`src/rtl/linalg_pkg.sv`:
```
// Shared types and float helpers for the linear-algebra blocks.
package linalg_pkg;

  typedef logic [31:0] float32_t;

  localparam float32_t FP_POS_ZERO = 32'h0000_0000;
  localparam float32_t FP_QNAN     = 32'h7FC0_0000;

  typedef enum logic [1:0] {GET, ISSUE, WAIT, OUT} bias_relu_state_t;
  typedef enum logic [1:0] {ADD_GET, ADD_CALC, ADD_PUT} add_state_t;

  // IEEE-754 single add, round-to-nearest-even, subnormals kept.
  // Mantissas carry 3 extra bits (guard, round, sticky) through align/normalise.
  function automatic float32_t fp_add(input float32_t a, input float32_t b);
    float32_t    hi, lo, r;
    logic [9:0]  e_hi, e_lo, e, d;
    logic [26:0] m_hi, m_lo, mask;
    logic [27:0] s;
    logic [24:0] rm;
    logic        st, up, a_nan, b_nan, a_inf, b_inf;
    a_nan = (a[30:23] == 8'hFF) && (a[22:0] != 23'd0);
    b_nan = (b[30:23] == 8'hFF) && (b[22:0] != 23'd0);
    a_inf = (a[30:23] == 8'hFF) && (a[22:0] == 23'd0);
    b_inf = (b[30:23] == 8'hFF) && (b[22:0] == 23'd0);
    // order by magnitude so the subtraction below never goes negative
    if (a[30:0] >= b[30:0]) begin hi = a; lo = b; end
    else begin hi = b; lo = a; end
    e_hi = (hi[30:23] == 8'd0) ? 10'd1 : {2'b00, hi[30:23]};
    e_lo = (lo[30:23] == 8'd0) ? 10'd1 : {2'b00, lo[30:23]};
    m_hi = {hi[30:23] != 8'd0, hi[22:0], 3'b000};
    m_lo = {lo[30:23] != 8'd0, lo[22:0], 3'b000};
    d    = e_hi - e_lo;
    mask = '0;
    if (d >= 10'd27) begin
      st   = |m_lo;
      m_lo = {26'd0, st};
    end else begin
      mask = (27'd1 << d) - 27'd1;
      st   = |(m_lo & mask);
      m_lo = (m_lo >> d) | {26'd0, st};
    end
    if (hi[31] == lo[31]) s = {1'b0, m_hi} + {1'b0, m_lo};
    else                  s = {1'b0, m_hi} - {1'b0, m_lo};
    e = e_hi;
    if (s[27]) begin
      s = {1'b0, s[27:2], s[1] | s[0]};
      e = e + 10'd1;
    end else begin
      // left-normalise, stopping at the subnormal exponent
      for (int k = 0; k < 26; k++) begin
        if (!s[26] && (e > 10'd1)) begin
          s = s << 1;
          e = e - 10'd1;
        end
      end
    end
    up = s[2] & (s[1] | s[0] | s[3]);
    rm = {1'b0, s[26:3]} + {24'd0, up};
    if (rm[24]) begin
      rm = rm >> 1;
      e  = e + 10'd1;
    end
    if (a_nan || b_nan || (a_inf && b_inf && (a[31] != b[31]))) r = FP_QNAN;
    else if (a_inf)          r = a;
    else if (b_inf)          r = b;
    else if (s == 28'd0)     r = {a[31] & b[31], 31'd0};
    else if (e >= 10'd255)   r = {hi[31], 8'hFF, 23'd0};
    else if (!rm[23])        r = {hi[31], 8'd0, rm[22:0]};
    else                     r = {hi[31], e[7:0], rm[22:0]};
    return r;
  endfunction

endpackage

```
`src/rtl/mat_bias_relu_adder.sv`:
```
// Single-precision float adder with stb/ack handshakes on both operands and the result.
module adder
  import linalg_pkg::*;
(
  input  logic     clk,
  input  logic     rst,
  input  float32_t input_a,
  input  logic     input_a_stb,
  output logic     input_a_ack,
  input  float32_t input_b,
  input  logic     input_b_stb,
  output logic     input_b_ack,
  output float32_t output_z,
  output logic     output_z_stb,
  input  logic     output_z_ack
);

  add_state_t st_q;
  float32_t   a_q, b_q, z_q, sum_d;
  logic       a_held_q, b_held_q, z_stb_q;
  logic       a_take, b_take;

  assign input_a_ack  = (st_q == ADD_GET) && !a_held_q;
  assign input_b_ack  = (st_q == ADD_GET) && !b_held_q;
  assign output_z     = z_q;
  assign output_z_stb = z_stb_q;

  // operand capture strobes and the combinational sum of the held operands
  always_comb begin
    a_take = input_a_stb && input_a_ack;
    b_take = input_b_stb && input_b_ack;
    sum_d  = fp_add(a_q, b_q);
  end

  // collect both operands, register the sum, hold it until acknowledged
  always_ff @(posedge clk or posedge rst) begin
    if (rst) begin
      st_q     <= ADD_GET;
      a_q      <= '0;
      b_q      <= '0;
      z_q      <= '0;
      a_held_q <= 1'b0;
      b_held_q <= 1'b0;
      z_stb_q  <= 1'b0;
    end else begin
      case (st_q)
        ADD_GET: begin
          if (a_take) begin a_q <= input_a; a_held_q <= 1'b1; end
          if (b_take) begin b_q <= input_b; b_held_q <= 1'b1; end
          if ((a_held_q || a_take) && (b_held_q || b_take)) st_q <= ADD_CALC;
        end
        ADD_CALC: begin
          z_q     <= sum_d;
          z_stb_q <= 1'b1;
          st_q    <= ADD_PUT;
        end
        ADD_PUT: begin
          if (output_z_ack) begin
            z_stb_q  <= 1'b0;
            a_held_q <= 1'b0;
            b_held_q <= 1'b0;
            st_q     <= ADD_GET;
          end
        end
        default: st_q <= ADD_GET;
      endcase
    end
  end

endmodule

```
`src/rtl/mat_bias_relu.sv`:
```
// Adds a bias row to every row of an MxP float matrix, optional ReLU, using one serial adder.
module mat_bias_relu
  import linalg_pkg::*;
#(
  parameter int M    = 2,
  parameter int P    = 2,
  parameter bit RELU = 1'b1
) (
  input  logic                    clk,
  input  logic                    rst,
  input  logic [M-1:0][P-1:0][31:0] input_z,
  input  logic                    input_z_stb,
  output logic                    input_z_ack,
  input  logic [P-1:0][31:0]      input_bias,
  input  logic                    input_bias_stb,
  output logic                    input_bias_ack,
  output logic [M-1:0][P-1:0][31:0] output_y,
  output logic                    output_y_stb,
  input  logic                    output_y_ack
);

  localparam int IW = (M > 1) ? $clog2(M) : 1;
  localparam int JW = (P > 1) ? $clog2(P) : 1;

  bias_relu_state_t          st_q;
  logic [M-1:0][P-1:0][31:0] z_q, y_q;
  logic [P-1:0][31:0]        bias_q;
  logic [IW-1:0]             i_q;
  logic [JW-1:0]             j_q;
  logic z_held_q, b_held_q, z_ack_q, b_ack_q, y_stb_q;
  logic add_a_stb_q, add_b_stb_q, add_z_ack_q;

  float32_t add_a, add_b, add_z, res_d;
  logic     add_a_ack, add_b_ack, add_z_stb;
  logic     z_take, b_take, z_got, b_got, a_done, b_done, last_i, last_j;

  assign input_z_ack    = z_ack_q;
  assign input_bias_ack = b_ack_q;
  assign output_y       = y_q;
  assign output_y_stb   = y_stb_q;

  // handshake decode, current operands and the ReLU'd adder result
  always_comb begin
    z_take = input_z_stb && z_ack_q;
    b_take = input_bias_stb && b_ack_q;
    z_got  = z_held_q || z_take;
    b_got  = b_held_q || b_take;
    a_done = !add_a_stb_q || add_a_ack;
    b_done = !add_b_stb_q || add_b_ack;
    last_i = (i_q == IW'(M - 1));
    last_j = (j_q == JW'(P - 1));
    add_a  = z_q[i_q][j_q];
    add_b  = bias_q[j_q];
    // sign bit covers -0 and negative NaN as well
    res_d  = (RELU && add_z[31]) ? FP_POS_ZERO : add_z;
  end

  // frame sequencer: gather operands, walk elements row-major, present result
  always_ff @(posedge clk or posedge rst) begin
    if (rst) begin
      st_q        <= GET;
      z_q         <= '0;
      bias_q      <= '0;
      y_q         <= '0;
      i_q         <= '0;
      j_q         <= '0;
      z_held_q    <= 1'b0;
      b_held_q    <= 1'b0;
      z_ack_q     <= 1'b0;
      b_ack_q     <= 1'b0;
      y_stb_q     <= 1'b0;
      add_a_stb_q <= 1'b0;
      add_b_stb_q <= 1'b0;
      add_z_ack_q <= 1'b0;
    end else begin
      add_z_ack_q <= 1'b0;
      case (st_q)
        GET: begin
          if (z_take) begin z_q <= input_z;    z_held_q <= 1'b1; end
          if (b_take) begin bias_q <= input_bias; b_held_q <= 1'b1; end
          if (z_got && b_got) begin
            st_q        <= ISSUE;
            i_q         <= '0;
            j_q         <= '0;
            add_a_stb_q <= 1'b1;
            add_b_stb_q <= 1'b1;
            z_ack_q     <= 1'b0;
            b_ack_q     <= 1'b0;
          end else begin
            z_ack_q <= !z_got;
            b_ack_q <= !b_got;
          end
        end
        ISSUE: begin
          if (add_a_stb_q && add_a_ack) add_a_stb_q <= 1'b0;
          if (add_b_stb_q && add_b_ack) add_b_stb_q <= 1'b0;
          if (a_done && b_done) st_q <= WAIT;
        end
        WAIT: begin
          if (add_z_stb && !add_z_ack_q) begin
            add_z_ack_q     <= 1'b1;
            y_q[i_q][j_q]   <= res_d;
            if (last_i && last_j) begin
              st_q    <= OUT;
              y_stb_q <= 1'b1;
            end else begin
              if (last_j) begin
                j_q <= '0;
                i_q <= i_q + IW'(1);
              end else begin
                j_q <= j_q + JW'(1);
              end
              add_a_stb_q <= 1'b1;
              add_b_stb_q <= 1'b1;
              st_q        <= ISSUE;
            end
          end
        end
        OUT: begin
          if (output_y_ack) begin
            y_stb_q  <= 1'b0;
            z_held_q <= 1'b0;
            b_held_q <= 1'b0;
            st_q     <= GET;
          end
        end
        default: st_q <= GET;
      endcase
    end
  end

  adder u_add (
    .clk          (clk),
    .rst          (rst),
    .input_a      (add_a),
    .input_a_stb  (add_a_stb_q),
    .input_a_ack  (add_a_ack),
    .input_b      (add_b),
    .input_b_stb  (add_b_stb_q),
    .input_b_ack  (add_b_ack),
    .output_z     (add_z),
    .output_z_stb (add_z_stb),
    .output_z_ack (add_z_ack_q)
  );

endmodule

```
`config.mk`:
```
export PLATFORM = sky130hd
export DESIGN_NAME = mat_bias_relu
export DESIGN_NICKNAME = d
export VERILOG_FILES = /design/src/rtl/linalg_pkg.sv /design/src/rtl/mat_bias_relu_adder.sv /design/src/rtl/mat_bias_relu.sv
export SDC_FILE = /design/constraint.sdc
export NUM_CORES = 2
export LEC_CHECK = 0
export CAP_MARGIN = 30
export CORE_AREA = 2 2 583 295
export DETAILED_ROUTE_END_ITERATION = 12
export DIE_AREA = 0 0 585 297
export GPL_TIMING_DRIVEN = 1
export RECOVER_POWER = 100
export SYNTH_ARGS = -nofsm -noshare
export SYNTH_HDL_FRONTEND = slang
export SYNTH_SLANG_ARGS = --single-unit
export TNS_END_PERCENT = 1
```
`constraint.sdc`:
```
create_clock -name clk -period 74.4 [get_ports clk]
set_clock_uncertainty 0.1 [all_clocks]
set_input_delay 18.6 -clock clk [delete_from_list [all_inputs] [get_ports clk]]
set_output_delay 18.6 -clock clk [all_outputs]
set_load 0.05 [all_outputs]
```
After elaboration in Yosys (flattened, before gate mapping)
Index checks and enable logic that the tools add are counted.
{"block": "classes", "n_mul": 0, "n_div": 0, "bitwise": 7, "reduce_logical": 122, "shifts": 2, "n_addsub": 35, "order_cmp": 33, "mux": 173, "n_eq_ne": 24}
{"operator": "28-bit 2-to-1 mux", "count": 53}
{"operator": "10-bit 2-to-1 mux", "count": 53}
{"operator": "32-bit 2-to-1 mux", "count": 11}
{"operator": "10-bit by 1-bit > comparator with 1-bit output, second input constant", "count": 26}
{"operator": "10-bit by 1-bit subtractor with 10-bit output, second input constant", "count": 26}
{"operator": "64-bit 2-to-1 mux", "count": 3}
{"operator": "128-bit bitwise mux", "count": 1}
{"operator": "31-bit 2-to-1 mux", "count": 3}
{"operator": "64-bit demux with 1-bit select", "count": 1}
{"operator": "23-bit zero test", "count": 2}
{"operator": "23-bit nonzero test", "count": 2}
{"operator": "1-bit logical AND", "count": 45}
{"operator": "1-bit zero test", "count": 33}
{"operator": "32-bit demux with 1-bit select", "count": 1}
{"operator": "31-bit >= comparator", "count": 1}
{"operator": "27-bit by 27-bit adder with 28-bit output", "count": 1}
{"operator": "28-bit zero test", "count": 1}
{"operator": "27-bit by 27-bit subtractor with 28-bit output", "count": 1}
{"operator": "27-bit AND", "count": 1}
{"operator": "27-bit 2-to-1 mux", "count": 1}
{"operator": "27-bit by 1-bit bitwise OR with 27-bit output", "count": 1}
{"operator": "27-bit OR reduction", "count": 1}
{"operator": "1-bit by 10-bit << shifter with 27-bit output, first input constant", "count": 1}
{"operator": "27-bit by 10-bit >> shifter with 27-bit output", "count": 1}
{"operator": "other kinds (37)", "count": 126}
{"block": "word_totals", "latchBits": 0, "word_cells": 424, "input_bits": 197, "output_inout_bits": 131, "reg_bits": 433, "n_memories": 0, "ramBits": 0, "mem_bits_ro": 0}

Logic depth before layout (Yosys ltp)
{"block": "logic_depth", "ltp_word": 128, "depth_mapped": 302, "depth_no_buf": 225}

Cells and area by module
From an unflattened synthesis, not the netlist that was laid out.
{"block": "hier_totals", "hier_cells": 6022, "area_unflattened_um2": 48018.6}
{"module": "adder", "cells_per_inst": 5047, "area_each_um2": 34504.3, "n_inst": 1, "seq_area_each_um2": 2527.4}
{"module": "mat_bias_relu", "cells_per_inst": 975, "area_each_um2": 13514.2, "n_inst": 1, "seq_area_each_um2": 8207.9}

Worst setup path before layout
No wires, ideal clock.
{"block": "synth_path", "path_type": "register to register", "startpoint": "register u_add.b_q[10]", "endpoint": "register u_add.z_q[13], in the netlist u_add.output_z[13]", "period_less_slack_ns": 60.605, "n_path_buf": 77, "setup_ns": 0.095, "arrival_time_ns": 60.409, "t_required_ns": 74.205, "path_slack_ns": 13.795, "stages_incl_launch_ff": 286, "cell_sequence": "dfrtp_1 -> inv_1 -> ha_1 -> a21oi_1 -> o21ai_1 -> a2111oi_2 -> a21oi_2 -> nor2_1 -> buf_2 -> buf_1 -> buf_1 -> clkbuf_1 -> buf_1 -> buf_1 -> a21oi_1 -> ha_1 -> nor2b_1 -> o21ai_1 -> [... 250 more ...] -> buf_2 -> xnor2_1 -> ha_1 -> nor2_1 -> nor4_4 -> nand2_2 -> buf_6 -> a221oi_1 -> o22ai_1 -> or4_1 -> buf_4 -> or3_1 -> buf_6 -> and3_1 -> o2111ai_2 -> nand4_2 -> buf_6 -> o31ai_1"}
{"block": "synth_between", "elab_chain_cells": 128, "elab_cells_between_ends": 256, "classes_between": "add/sub (33); order compare (29); eq/ne (1); shift (2); mux (118); bitwise (6); reduce/logical (67)"}
{"item": "start, declared", "line_no": "mat_bias_relu_adder.sv:19", "rtl": "float32_t a_q, b_q, z_q, sum_d;"}
{"item": "start signal, assigned", "line_no": "mat_bias_relu_adder.sv:40", "rtl": "b_q <= '0;"}
{"item": "start signal, assigned", "line_no": "mat_bias_relu_adder.sv:49", "rtl": "if (b_take) begin b_q <= input_b; b_held_q <= 1'b1; end"}
{"item": "31-bit >= comparator", "line_no": "linalg_pkg.sv:26", "rtl": "if (a[30:0] >= b[30:0]) begin hi = a; lo = b; end"}
{"item": "32-bit 2-to-1 mux", "line_no": "linalg_pkg.sv:26"}
{"item": "8-bit zero test, on equally long branches", "line_no": "linalg_pkg.sv:28, linalg_pkg.sv:29"}
{"item": "8-bit 2-to-1 mux, on equally long branches", "line_no": "linalg_pkg.sv:28, linalg_pkg.sv:29"}
{"item": "10-bit subtractor", "line_no": "linalg_pkg.sv:32", "rtl": "d = e_hi - e_lo;"}
{"item": "1-bit by 10-bit << shifter with 27-bit output", "line_no": "linalg_pkg.sv:38", "rtl": "mask = (27'd1 << d) - 27'd1;"}
{"item": "27-bit by 1-bit subtractor with 27-bit output", "line_no": "linalg_pkg.sv:38"}
{"item": "27-bit AND", "line_no": "linalg_pkg.sv:39", "rtl": "st = |(m_lo & mask);"}
{"item": "[... 112 more ...]"}
{"item": "24-bit by 1-bit adder with 25-bit output", "line_no": "linalg_pkg.sv:58", "rtl": "rm = {1'b0, s[26:3]} + {24'd0, up};"}
{"item": "10-bit 2-to-1 mux or 24-bit 2-to-1 mux (tied branches)", "line_no": "linalg_pkg.sv:59", "rtl": "if (rm[24]) begin"}
{"item": "10-bit by 8-bit >= comparator with 1-bit output or 31-bit 2-to-1 mux (tied branches)", "line_no": "linalg_pkg.sv:67, linalg_pkg.sv:68"}
{"item": "31-bit 2-to-1 mux", "line_no": "linalg_pkg.sv:67", "rtl": "else if (e >= 10'd255) r = {hi[31], 8'hFF, 23'd0};"}
{"item": "32-bit 2-to-1 mux", "line_no": "linalg_pkg.sv:66", "rtl": "else if (s == 28'd0) r = {a[31] & b[31], 31'd0};"}
{"item": "32-bit 2-to-1 mux", "line_no": "linalg_pkg.sv:65", "rtl": "else if (b_inf) r = b;"}
{"item": "32-bit 2-to-1 mux", "line_no": "linalg_pkg.sv:64", "rtl": "else if (a_inf) r = a;"}
{"item": "32-bit 2-to-1 mux *", "line_no": "linalg_pkg.sv:63", "rtl": "if (a_nan || b_nan || (a_inf && b_inf && (a[31] != b[31]))) r = FP_QNAN;"}
{"item": "end signal, assigned", "line_no": "mat_bias_relu_adder.sv:53", "rtl": "z_q <= sum_d;"}
{"item": "end, declared", "line_no": "mat_bias_relu_adder.sv:19"}
Every way passes the cells marked *; elsewhere a longest branch is shown, timed or not. The select of a mux whose other input is x is not followed.
A chain may end at the register's enable or synchronous reset.

Worst setup path after layout
{"block": "layout_path", "startpoint": "register u_add.b_q[4]", "endpoint": "register u_add.z_q[21], in the netlist u_add.output_z[21]"}
Same word-level chain as after synthesis.

==> results.ini <==
[clock_network]
cts_made_buffers = 38
cts_setup_buffers = 0
cts_tree = built
cts.repair.resized = 0
clkSinkCount = 429
clk_path_buf_depth = 3
cts.reportedPaths.clkPinSlew_ns = 0.08
clkLatencyLatePin_ns = 0.61
clockRootBuffer = clkbuf_16
ctsHtreeMaxLevel = 2
ctsHoldBuffers = 0

[worst_hold_path]
hold_depth = 2
hp-class = flip-flop to flip-flop

[route]
vias = 49800
dr.first_iter.drc_count = 6614
drcViolationCount = 0
post_drt_wl_per_cell_um = 21.9
wl_met2_um = 62600
routed_wirelength_um = 188000
wl_met1_um = 96700
highest_layer = met5
vias_per_cell = 5.80
dr_wl_met3_um = 27500
dr.pass1.iters = 8
antenna_left = 0

[grt]
grt_use_total = 0.206
grt_max_degree = 143
antenna_found_initial = 3
grt_overflow = 0
grt_pass1_wl_um = 283000
grt_pass1_vias = 44500

[layout]
instances_no_fill = 8593
area_growth_pct = 12.8
fillCellCount = 17900
drive_above_1_share = 0.145
fin_nets = 6618

[logic_synthesis]
yosysSeqAreaShare = 0.220
synth_cell_types = 189
synth_edf_count = 0
synthArstFlopShare = 1.00
syn_inst = 6180
ys_ff_latch = 429
synth_warnings = 0
syn_area_um2 = 48700
yosys_most_used_dff = dfrtp_1
avgSynthCellArea_um2 = 7.88

[floorplanning]
rows = 107
initial_core_util = 0.288
core_um2 = 169000
die_h_um = 297
io_pins = 328
dieArea_um2 = 174000
die_x_um = 585

[timing]
setup_viol = 0
rsz0062_at_grt = no
slew_headroom = -3.51
finalHoldViolCount = 0
worst_slew_pin_slew_ns = 6.76
slew_violations = 905
max_freq_mhz = 14.8
setup_tns_ns = 0
finalCritPeriodShare = 0.909
min_period_ns = 67.60

[placed_design]
hpwl_um = 151000
gp_congestion = 1.06
dp_cells = 8512
port_buffers = 323

[worst_setup_path]
crit_required_ns = 74.78
r2r_cells = 229
endpoint_kind = flip-flop
crit_type = flip-flop to flip-flop
cp_slowest_cell = nand2_1
crit_top_cell = ha_1
cp_max_fo = 53
slowest_delay_ns = 0.92
critPathArrivalTime_ns = 67.98
start_kind = flip-flop

[run_status]
outcome = finished, violations left
violations = capacitance limit, slew limit

[run]
drv_cap = 15

[cell families after synthesis]
logic type	count (synthesis)	share of synthesized area
simple gates	2323	0.232
compound gates	1914	0.272
mux	621	0.148
buf+inv	574	0.0577
flops	429	0.220
xor+xnor	173	0.0327
fa+ha+maj	145	0.0376
other cells	1	0.0000770
[metal layers]
layer  global-route usage  vias to the layer above
met5               0.0211                        -
met4              0.00964                        6
met3               0.0920                       94
met2                0.232                     2583
met1                0.344                    24200
li1                     -                    23000
[synthesized netlist by cell type (all sizes together), types with 17 or more instances]
cell type	n	area, µm²
a2111oi	26	334
a211o	24	214
a211oi	75	656
a21boi	26	206
a21o	66	518
a21oi	507	2650
a221oi	27	273
a22oi	22	203
a31o	23	210
a31oi	93	699
and2	75	492
and3	60	407
and4	19	178
buf	139	1030
clkbuf	234	953
dfrtp	429	10700
ha	143	1790
inv	189	709
mux2	302	3420
mux2i	275	2780
mux4	44	991
nand2	787	3010
nand2b	54	338
nand3	152	806
nand4	79	541
nor2	713	2720
nor3	119	687
nor4	64	504
o211a	26	260
o211ai	46	384
o21a	36	280
o21ai	546	2820
o21bai	32	248
o221ai	23	238
o22ai	25	156
o31ai	52	462
o32ai	17	171
or2	50	325
or3	46	315
or4	27	249
xnor2	129	1170
xor2	42	375
[cell type report]
| type | instances | area (µm²) | share of cell area |
|---|---|---|---|
| inverters | 193 | 728 | 0.0133 |
| diodes | 4 | 10.0 | 0.000182 |
| well taps | 2289 | 2860 | 0.0521 |
| repair buffers | 434 | 4050 | 0.0737 |
| multi-input cells | 5180 | 35300 | 0.642 |
| clock inverters | 11 | 165 | 0.00301 |
| flip-flops and latches | 429 | 10700 | 0.196 |
| clock buffers | 53 | 1080 | 0.0196 |
[sequential cells by signal, indices dropped and copies added, names as in the netlist, 2 cells and up]
signal	count
u_add.b_q	32
st_q	2
u_add.a_q	32
output_y	124
u_add.st_q	2
z_q	128
bias_q	64
u_add.output_z	32
[critical path: cells and delay by family (launching register included)]
family / cells / cell delay (ns)
AOI/OAI and AO/OA: 82 / 24.13
and+or+nand+nor: 64 / 17.89
adders and majority gates: 29 / 9.74
buffers and inverters: 39 / 8.97
xor gates and xnor gates: 11 / 4.21
muxes: 4 / 1.71
DFF: 1 / 0.51
[cell usage in the layout (no fill, tap or decap), drive strengths merged, types with 25 or more instances in the layout]
cell,netlist,final
clkdlybuf4s50,0,192
mux2,302,302
clkbuf,234,72
and3,60,60
mux2i,275,275
o21bai,32,32
nor4,64,64
ha,143,143
inv,189,191
a221oi,27,27
or4,27,27
xor2,42,42
xnor2,129,129
a31oi,93,93
nand3,152,152
a21oi,507,507
a2111oi,26,26
mux4,44,44
o31ai,52,52
dlygate4sd3,2,131
nand2,787,787
buf,139,92
a211oi,75,75
nor2,713,713
nor3,119,119
o22ai,25,25
or2,50,50
dfrtp,429,429
o21ai,546,546
and2,75,75
a21boi,26,26
or3,46,46
o211a,26,26
o21a,36,36
a21o,66,66
o211ai,46,46
nand4,79,79
nand2b,54,54
[stage by stage]
step | hold WS [ns] | setup WS, ns | util | cell area, µm²
after floorplan | 0.349 | 13.80 | - | 48700
after global placement | 0.361 | 10.69 | 0.317 | 53500
after detailed placement | 0.367 | 10.01 | 0.318 | 53700
after CTS | 0.383 | 9.80 | 0.325 | 54900
after global routing | 0.400 | 1.97 | 0.325 | 54900
final | 0.374 | 6.80 | 0.325 | 54900
[final timing paths]
path / from / endpoint / slack [ns]
worst max-delay path: u_add.b_q[4] / u_add.output_z[21] / 6.80
worst min-delay path: output_y[87] / output_y[87] / 0.37
worst max register to register: u_add.b_q[4] / u_add.output_z[21] / 6.80
worst min register to register: output_y[87] / output_y[87] / 0.37
max in group asynchronous: rst / bias_q[53] / 37.53
min in group asynchronous: rst / output_y[92] / 18.47
Power is not shown: default switching activity piles up to over one toggle a cycle in this logic, so the estimate is an artifact.
